===== src/rtl/matrix_pkg.sv =====
// Shared definitions for the double-buffered LED matrix frame buffer.
// Optional feature macro: MATRIX_FB_COPY_EN (adds the post-swap back-bank copy).
package matrix_pkg;

   localparam int DATA_W_DEF = 8;
   localparam int ROWS_DEF   = 8;

   // Row index width; never below one bit so a single-row frame still has a port
   function automatic int addr_width(input int rows);
      return (rows > 1) ? $clog2(rows) : 1;
   endfunction

   localparam int ADDR_W_DEF = addr_width(ROWS_DEF);

   typedef enum logic [1:0] {
      ST_IDLE       = 2'd0,
      ST_WAIT_FRAME = 2'd1,
      ST_SWAP       = 2'd2
`ifdef MATRIX_FB_COPY_EN
      ,ST_COPY      = 2'd3
`endif
   } fb_state_e;

endpackage


===== src/rtl/matrix_fb_bank.sv =====
// One frame bank: ROWS x DATA_W registers, one synchronous write port,
// combinational display and copy read ports, synchronous clear.
module matrix_fb_bank
   import matrix_pkg::*;
#(
   parameter int  DATA_W = DATA_W_DEF,
   parameter int  ROWS   = ROWS_DEF,
   localparam int ADDR_W = addr_width(ROWS)
) (
   input  logic              clk,
   input  logic              reset,
   input  logic              we,
   input  logic [ADDR_W-1:0] waddr,
   input  logic [DATA_W-1:0] wdata,
   input  logic [ADDR_W-1:0] disp_addr,
   output logic [DATA_W-1:0] disp_rd,
   input  logic [ADDR_W-1:0] copy_addr,
   output logic [DATA_W-1:0] copy_rd
);

   localparam bit FULL = (ROWS == (1 << ADDR_W));

   logic [DATA_W-1:0] mem_q [ROWS];
   logic [DATA_W-1:0] mem_d [ROWS];
   logic              waddr_ok;
   logic              disp_ok;
   logic              copy_ok;

   // Out-of-range row indices only exist when ROWS is not a power of two
   generate
      if (FULL) begin : g_full
         assign waddr_ok = 1'b1;
         assign disp_ok  = 1'b1;
         assign copy_ok  = 1'b1;
      end else begin : g_part
         localparam logic [ADDR_W:0] ROWS_LIM = (ADDR_W+1)'(ROWS);
         assign waddr_ok = ({1'b0, waddr}     < ROWS_LIM);
         assign disp_ok  = ({1'b0, disp_addr} < ROWS_LIM);
         assign copy_ok  = ({1'b0, copy_addr} < ROWS_LIM);
      end
   endgenerate

   // Next contents: unchanged except the addressed row on a valid write
   always_comb begin
      mem_d = mem_q;
      if (we && waddr_ok) begin
         mem_d[waddr] = wdata;
      end
   end

   // Row registers with synchronous clear
   always_ff @(posedge clk) begin
      for (int i = 0; i < ROWS; i++) begin
         mem_q[i] <= reset ? '0 : mem_d[i];
      end
   end

   // Read ports return zero for rows that do not exist
   always_comb begin
      disp_rd = disp_ok ? mem_q[disp_addr] : '0;
      copy_rd = copy_ok ? mem_q[copy_addr] : '0;
   end

endmodule


===== src/rtl/matrix_fb_ctrl.sv =====
// Double-buffered LED matrix frame buffer controller: host writes the back
// bank, a swap request flips banks on the next frame wrap of the scanner.
// Optional feature macro: MATRIX_FB_COPY_EN (copy new front into new back).
module matrix_fb_ctrl
   import matrix_pkg::*;
#(
   parameter int  DATA_W = DATA_W_DEF,
   parameter int  ROWS   = ROWS_DEF,
   localparam int ADDR_W = addr_width(ROWS)
) (
   input  logic              clk,
   input  logic              reset,
   input  logic [ADDR_W-1:0] disp_addr,
   output logic [DATA_W-1:0] disp_data,
   input  logic              wr_en,
   input  logic [ADDR_W-1:0] wr_addr,
   input  logic [DATA_W-1:0] wr_data,
   output logic              wr_ready,
   input  logic              swap_req,
   output logic              swap_ack,
   output logic              front_sel
);

   localparam logic [ADDR_W-1:0] LAST_ROW = ADDR_W'(ROWS - 1);

   fb_state_e         state_q, state_d;
   logic              front_sel_q, front_sel_d;
   logic              ack_q, ack_d;
   logic [ADDR_W-1:0] samp0_q, samp0_d;
   logic [ADDR_W-1:0] samp1_q, samp1_d;
   logic              frame_tick;
   logic              host_we;
   logic              copy_we;
   logic [ADDR_W-1:0] copy_addr;
   logic [DATA_W-1:0] copy_data;
   logic [1:0]        bank_we;
   logic [ADDR_W-1:0] bank_waddr;
   logic [DATA_W-1:0] bank_wdata;
   logic [DATA_W-1:0] disp_rd [2];
   logic [DATA_W-1:0] copy_rd [2];

`ifdef MATRIX_FB_COPY_EN
   logic [ADDR_W-1:0] copy_cnt_q, copy_cnt_d;
`endif

   // Scanner sampler: a wrap from the last row to row 0 marks a frame boundary
   always_comb begin
      samp0_d    = disp_addr;
      samp1_d    = samp0_q;
      frame_tick = (samp1_q == LAST_ROW) && (samp0_q == '0);
   end

   // Swap sequencing: wait for a frame boundary, flip banks, optionally copy, acknowledge
   always_comb begin
      state_d     = state_q;
      front_sel_d = front_sel_q;
      ack_d       = 1'b0;
      wr_ready    = 1'b0;
      copy_we     = 1'b0;
`ifdef MATRIX_FB_COPY_EN
      copy_cnt_d  = copy_cnt_q;
`endif
      case (state_q)
         ST_IDLE: begin
            wr_ready = 1'b1;
            if (swap_req) begin
               state_d = ST_WAIT_FRAME;
            end
         end
         ST_WAIT_FRAME: begin
            if (frame_tick) begin
               state_d = ST_SWAP;
            end
         end
         ST_SWAP: begin
            front_sel_d = ~front_sel_q;
`ifdef MATRIX_FB_COPY_EN
            state_d     = ST_COPY;
            copy_cnt_d  = '0;
`else
            state_d     = ST_IDLE;
            ack_d       = 1'b1;
`endif
         end
`ifdef MATRIX_FB_COPY_EN
         ST_COPY: begin
            copy_we = 1'b1;
            if (copy_cnt_q == LAST_ROW) begin
               state_d = ST_IDLE;
               ack_d   = 1'b1;
            end else begin
               copy_cnt_d = copy_cnt_q + ADDR_W'(1);
            end
         end
`endif
         default: begin
            state_d = ST_IDLE;
         end
      endcase
      if (reset) begin
         wr_ready = 1'b0;
      end
   end

   // Control registers; reset abandons any swap in flight without an acknowledge
   always_ff @(posedge clk) begin
      if (reset) begin
         state_q     <= ST_IDLE;
         front_sel_q <= 1'b0;
         ack_q       <= 1'b0;
         samp0_q     <= '0;
         samp1_q     <= '0;
      end else begin
         state_q     <= state_d;
         front_sel_q <= front_sel_d;
         ack_q       <= ack_d;
         samp0_q     <= samp0_d;
         samp1_q     <= samp1_d;
      end
   end

`ifdef MATRIX_FB_COPY_EN
   // Copy row counter walks the rows once after each swap
   always_ff @(posedge clk) begin
      if (reset) begin
         copy_cnt_q <= '0;
      end else begin
         copy_cnt_q <= copy_cnt_d;
      end
   end

   // Copy source is the freshly displayed bank
   always_comb begin
      copy_addr = copy_cnt_q;
      copy_data = copy_rd[front_sel_q];
   end
`else
   logic unused_copy_rd;

   // Without the copy feature the copy read ports are idle
   always_comb begin
      copy_addr      = '0;
      copy_data      = '0;
      unused_copy_rd = ^{copy_rd[0], copy_rd[1]};
   end
`endif

   // Write steering: only the bank not on display is ever written
   always_comb begin
      host_we    = wr_en && wr_ready;
      bank_waddr = copy_we ? copy_addr : wr_addr;
      bank_wdata = copy_we ? copy_data : wr_data;
      bank_we[0] = (host_we || copy_we) && front_sel_q;
      bank_we[1] = (host_we || copy_we) && !front_sel_q;
   end

   generate
      for (genvar b = 0; b < 2; b++) begin : g_bank
         matrix_fb_bank #(
            .DATA_W (DATA_W),
            .ROWS   (ROWS)
         ) u_bank (
            .clk       (clk),
            .reset     (reset),
            .we        (bank_we[b]),
            .waddr     (bank_waddr),
            .wdata     (bank_wdata),
            .disp_addr (disp_addr),
            .disp_rd   (disp_rd[b]),
            .copy_addr (copy_addr),
            .copy_rd   (copy_rd[b])
         );
      end
   endgenerate

   assign disp_data = disp_rd[front_sel_q];
   assign swap_ack  = ack_q;
   assign front_sel = front_sel_q;

endmodule


===== config.mk =====
export PLATFORM = sky130hd
export DESIGN_NAME = matrix_fb_ctrl
export DESIGN_NICKNAME = d
export VERILOG_FILES = /design/src/rtl/matrix_pkg.sv /design/src/rtl/matrix_fb_bank.sv /design/src/rtl/matrix_fb_ctrl.sv
export SDC_FILE = /design/constraint.sdc
export NUM_CORES = 1
export LEC_CHECK = 0
export BUFFER_PORTS_ARGS = -buffer_cell sky130_fd_sc_hd__buf_4
export CAP_MARGIN = 10
export CORE_UTILIZATION = 35
export DETAILED_ROUTE_END_ITERATION = 8
export PLACE_DENSITY = 0.53
export SLEW_MARGIN = 20
export SYNTH_ARGS = -nofsm -noshare
export SYNTH_HDL_FRONTEND = slang
export SYNTH_SLANG_ARGS = --single-unit

===== constraint.sdc =====
create_clock -name clk -period 2 [get_ports clk]
set_input_delay 0.2 -clock clk [delete_from_list [all_inputs] [get_ports clk]]
set_output_delay 0.2 -clock clk [all_outputs]
set_load 0.03 [all_outputs]

======== Word-level counts from Yosys, hierarchy flattened ========
Cells that the tools add are included.
storage, ports and cells
  register bits ........................... 138
  input bits .............................. 18
  output and inout bits ................... 11
  word-level logic and storage cells ...... 62
operators by class
  order comparisons ....................... 4
  eq/ne operators ......................... 5
  muxes and demuxes ....................... 19
  bitwise gates (word level) .............. 4
  reductions and logical operators ........ 9
operators with widths
  kind                  number
  $bwmux W64            2
  $mux W8               8
  $bmux W8 S3           2
  $demux W8 S3          1
  $ge A4 B4 Y1 const B  2
  $not A3 Y4            2
  $logic_and A1 B1 Y1   5
  $lt A4 B1 Y1 const B  1
  $mux W2               2
  $ne A2 B2 Y1 const B  2
  $pmux W2 S2           1
  $eq A3 B3 Y1 const B  1
  $logic_not A3 Y1      1
  $mux W1               3
  $eq A2 B1 Y1 const B  1
  $eq A2 B2 Y1 const B  1
  $ge A2 B2 Y1 const B  1
  $logic_not A2 Y1      1
  $not A1 Y2            1
  $reduce_and A2 Y1     1
  $logic_not A1 Y1      1
  $not A1 Y1            1

======== Longest topological paths before layout ========
  depth after elaboration ................. 7
  mapped depth ............................ 7

======== Modules after synthesis ========
From an unflattened synthesis, not the netlist that was laid out.
unflattened totals
  cell total of the unflattened synthesis .. 701
  area, all modules ....................... 7392.1 sq um
modules (own cells, without submodules)
  module          instances  cells each  area each (sq um)  seq. area each (sq um)
  matrix_fb_bank  2          330         3462.1             1281.2
  matrix_fb_ctrl  1          41          467.9              200.2

======== Least setup slack after synthesis ========
OpenSTA, ideal clock, no wires.
  path type ............................... input to output
  from .................................... input disp_addr[2]
  to ...................................... output disp_data[1]
  data arrival time ....................... 1914 ps
  required time ........................... 1800 ps
  path slack .............................. -114 ps
  stages on the path ...................... 6
  buffers on the path ..................... 3
  cells stage by stage .................... clkbuf_1 > buf_2 > buf_1 > mux4_2 > mux2i_1 > a21oi_1
between the ends
  cells in the longest elaborated chain, start to end .. 7
RTL lines
  element                                         RTL line               source
  start: declaration                              matrix_fb_ctrl.sv:13   input logic [ADDR_W-1:0] disp_addr,
  $not A3 Y4 (implied by the code) (*)            matrix_fb_bank.sv:60   disp_rd = disp_ok ? mem_q[disp_addr] : '0;
  $bmux W8 S3                                     matrix_fb_bank.sv:60
  $mux W8 (implied by the code) (2 in a row)      matrix_fb_bank.sv:60
  $mux W8 (implied by the code) (*) (3 in a row)  matrix_fb_ctrl.sv:176  assign disp_data = disp_rd[front_sel_q];
  end: declaration                                matrix_fb_ctrl.sv:14   output logic [DATA_W-1:0] disp_data,
Every way passes the cells marked *; elsewhere a longest branch is shown, timed or not. The select of a mux whose other input is x is not followed.

======== Final worst setup path ========
  from .................................... register state_q[1]
  to ...................................... register g_bank[1].u_bank.mem_q[33] in the netlist's numbering
between the ends
  cells in the longest elaborated chain, start to end .. 5
RTL lines
  element                         RTL line               source
  start: declaration              matrix_fb_ctrl.sv:26   fb_state_e state_q, state_d;
  start signal: assignment        matrix_fb_ctrl.sv:114  state_q <= state_d;
  $logic_not A2 Y1                matrix_fb_ctrl.sv:63   case (state_q)
  $mux W1                         matrix_fb_ctrl.sv:63
  $mux W1                         matrix_fb_ctrl.sv:100  if (reset) begin
  $logic_and A1 B1 Y1             matrix_fb_ctrl.sv:150  host_we = wr_en && wr_ready;
  $logic_and A1 B1 Y1             matrix_fb_ctrl.sv:154  bank_we[1] = (host_we || copy_we) && !front_sel_q;
  end signal: indexed assignment  matrix_fb_bank.sv:54   mem_q[i] <= reset ? '0 : mem_d[i];
  end: declaration                matrix_fb_bank.sv:23   logic [DATA_W-1:0] mem_q [ROWS];
Every way passes these cells.
A chain may end at the register's enable or synchronous reset.

==> metrics.cfg <==
[finish]
layout-drive-gt1-share=0.197
fill_cells=1649
final_util=0.435
finalNonFillerCells=851
nets=638
diodes=0
area_delta_synth_final_pct=19.9

[run_status]
outcome=complete, no violations

[power_and_ir_drop]
ir_drop_mv=0.578
p_sw_mw=1.39
comb_power_share=0.057
p_int_mw=5.01
p_seq_frac=0.434
p_leak_nw=3.09
swShare=0.217
clkPwrFrac=0.509
powerDensity_nw_per_um2=877
total_power_mw=6.40

[timing]
drv_slew=0
max_freq_mhz=523
finalCriticalPeriod_ns=1.91
setup_slack_ns=0.0883
slew_headroom=0.477
fin_crit_sh=0.956
finalHoldViolCount=0
worst_pin_slew_ns=0.785
tns_ns=0
rsz0062_at_grt=false
skew_ns=0.00648
setup_viol=0

[critical_path]
endpoint_kind=flip-flop
critPathKind=reg -> reg
startpoint=state_q[1]
setup.worst_path.end=g_bank[1].u_bank.mem_q[33]
critPathMaxFanout=8
r2r_cells=6
critPathLaunchType=flip-flop
rr_endpoint=g_bank[1].u_bank.mem_q[33]
r2r_slack_ns=0.09
arrival_ns=2.19
worstPathRequired_ns=2.27
worstReg2RegStart=state_q[1]

[cts]
clkTransAtPathRegs_ns=0.06
htree_levels=4
cts_sinks=138
cts_tree=yes
cts_hold_buf=0
cts_root_buffer=clkbuf_16
cts_buffers=17
clk_latency_ns=0.41
clockBufferDepth=2

[place]
dp.cells=820
post-place-ws_ns=0.0705
gp_congestion=0.738
dp_hpwl_um=9790
io_buffers=28

[global_routing]
grt_pass1_vias=4303
grt_pass1_wl_um=24100
antenna_found_initial=0
grt-ovfl-total=0
track_usage=0.178
grt_max_degree=75

[synth]
syn_inst=593
synthesis.nets=611
synth_seq_cells=138
ys_async_sr_fraction=0
synth_ff_type=dfxtp_1
synth_area_per_cell_um2=10.3
seq_area_frac_synth=0.454
synth_edf_count=0
synth.distinct_cells=34
synth_area_um2=6090
ys_warn_count=0

[drt]
wire_per_inst_um=17.4
vias=4303
drc=0
ant_nets=0
dr.first_iter.drc_count=330
drt-vias-per-instance=5.06
postRouteWirelength_um=14800
drt_first_pass_iters=4

[floorplanning]
die_area_um2=17900
start_util=0.363
boundaryPins=29
num_rows=47
core_area_um2=16800
die_x_um=134
die_h_um=134

[run]
cap_viol_max_count=0

[hold_path]
hp-class=in -> reg

==> sequential cells by signal (all words and copies together) (netlist names) <==
register and flops:
state_q 2, g_bank.u_bank.mem_q 128, samp1_q 3, front_sel 1, samp0_q 3, swap_ack 1
==> worst min-delay path by stage <==
stage,slack [ns],from,cells after the start,endpoint
final,0.11,swap_req,3,state_q[0]
after global routing,0.1,swap_req,3,state_q[0]
after CTS,0.09,swap_req,3,state_q[0]
after detailed placement,0.45,g_bank[1].u_bank.mem_q[40],2,g_bank[1].u_bank.mem_q[40]
after global placement,0.44,g_bank[1].u_bank.mem_q[46],2,g_bank[1].u_bank.mem_q[46]
after floorplan,0.35,wr_data[0],2,g_bank[1].u_bank.mem_q[16]
==> Yosys cell counts, drive strengths merged, types with 2 or more instances <==
cell type  instances  area (um2)
mux2i            157        1570
dfxtp            138        2760
nor2             125         469
clkbuf            34         128
nand2             21        78.8
a22oi             19         143
a21oi             18        90.1
buf               16        87.6
mux4              16         360
nor2b             11        68.8
nand3              7        55.1
and3               6        37.5
nor4               5        67.6
nor3               3        26.3
and2               2        12.5
nand2b             2        12.5
or4                2        15.0
==> kinds of logic (layout without fill, tap and decap cells) <==
kind of cell	count (synthesis)	after routing	synth area share
compound gates	38	38	0.0397
xor+xnor	1	1	0.00144
buf+inv	51	89	0.0360
flops	138	138	0.454
mux	173	173	0.317
simple gates	192	192	0.152
==> cells in the final DEF, fill, tap and decap left out, types with 6 or more instances in the layout <==
cell       instances
nor2_1           125
mux2i_1          157
dfxtp_1          137
and3_1             6
a22oi_1           17
nand2_1           21
clkbuf_16         17
mux4_2            16
a21oi_1           13
buf_4             51
nor2b_1           11
==> worst max-delay path: stages, from the launching register on <==
cell and delay [ns]:
dfxtp_1 0.30, or4b_4 0.57, buf_4 0.18, nor4_4 0.29, buf_12 0.19, mux2i_1 0.20, nor2_1 0.05
==> through the flow <==
stage	cell area, um2	hold WS, ns
after floorplan	6110	0.347
after global placement	6660	0.439
after detailed placement	6660	0.446
after CTS	7270	0.0892
after global routing	7300	0.0975
final	7300	0.105
==> final cells by class <==
type | instances | area [um2] | share of cell area
Clock inverter | 11 | 171 | 0.0235
Clock buffer | 19 | 443 | 0.0607
Sequential cell | 138 | 2760 | 0.379
Inverter | 1 | 3.75 | 0.000514
Tap cell | 220 | 275 | 0.0377
Timing Repair Buffer | 58 | 505 | 0.0693
Multi-Input combinational cell | 404 | 3140 | 0.430
==> metal layers <==
metal / vias to the layer above / global-route usage / share of wire
li1: 2127 / - / -
met5: - / 0 / 0
met3: 6 / 0.0442 / 0.044
met2: 74 / 0.284 / 0.48
met4: 0 / 0.0492 / 0.0069
met1: 2096 / 0.238 / 0.47
==> power by group through the flow <==
stage / Combinational (mW) / Sequential, mW / Clock, mW
after detailed placement: 0.364 / 2.84 / 0
after CTS: 0.365 / 2.78 / 3.33
after global routing: 0.392 / 2.78 / 3.47
after floorplan: 0.233 / 2.84 / 0
final: 0.363 / 2.78 / 3.26
after global placement: 0.360 / 2.84 / 0
==> repair_timing <==
action	4_1_cts	5_1_grt
endpoints found under the setup margin	0	13
setup buffers	0	1
gates resized for setup	0	6
Note: power is estimated with default switching activity, not from simulation.
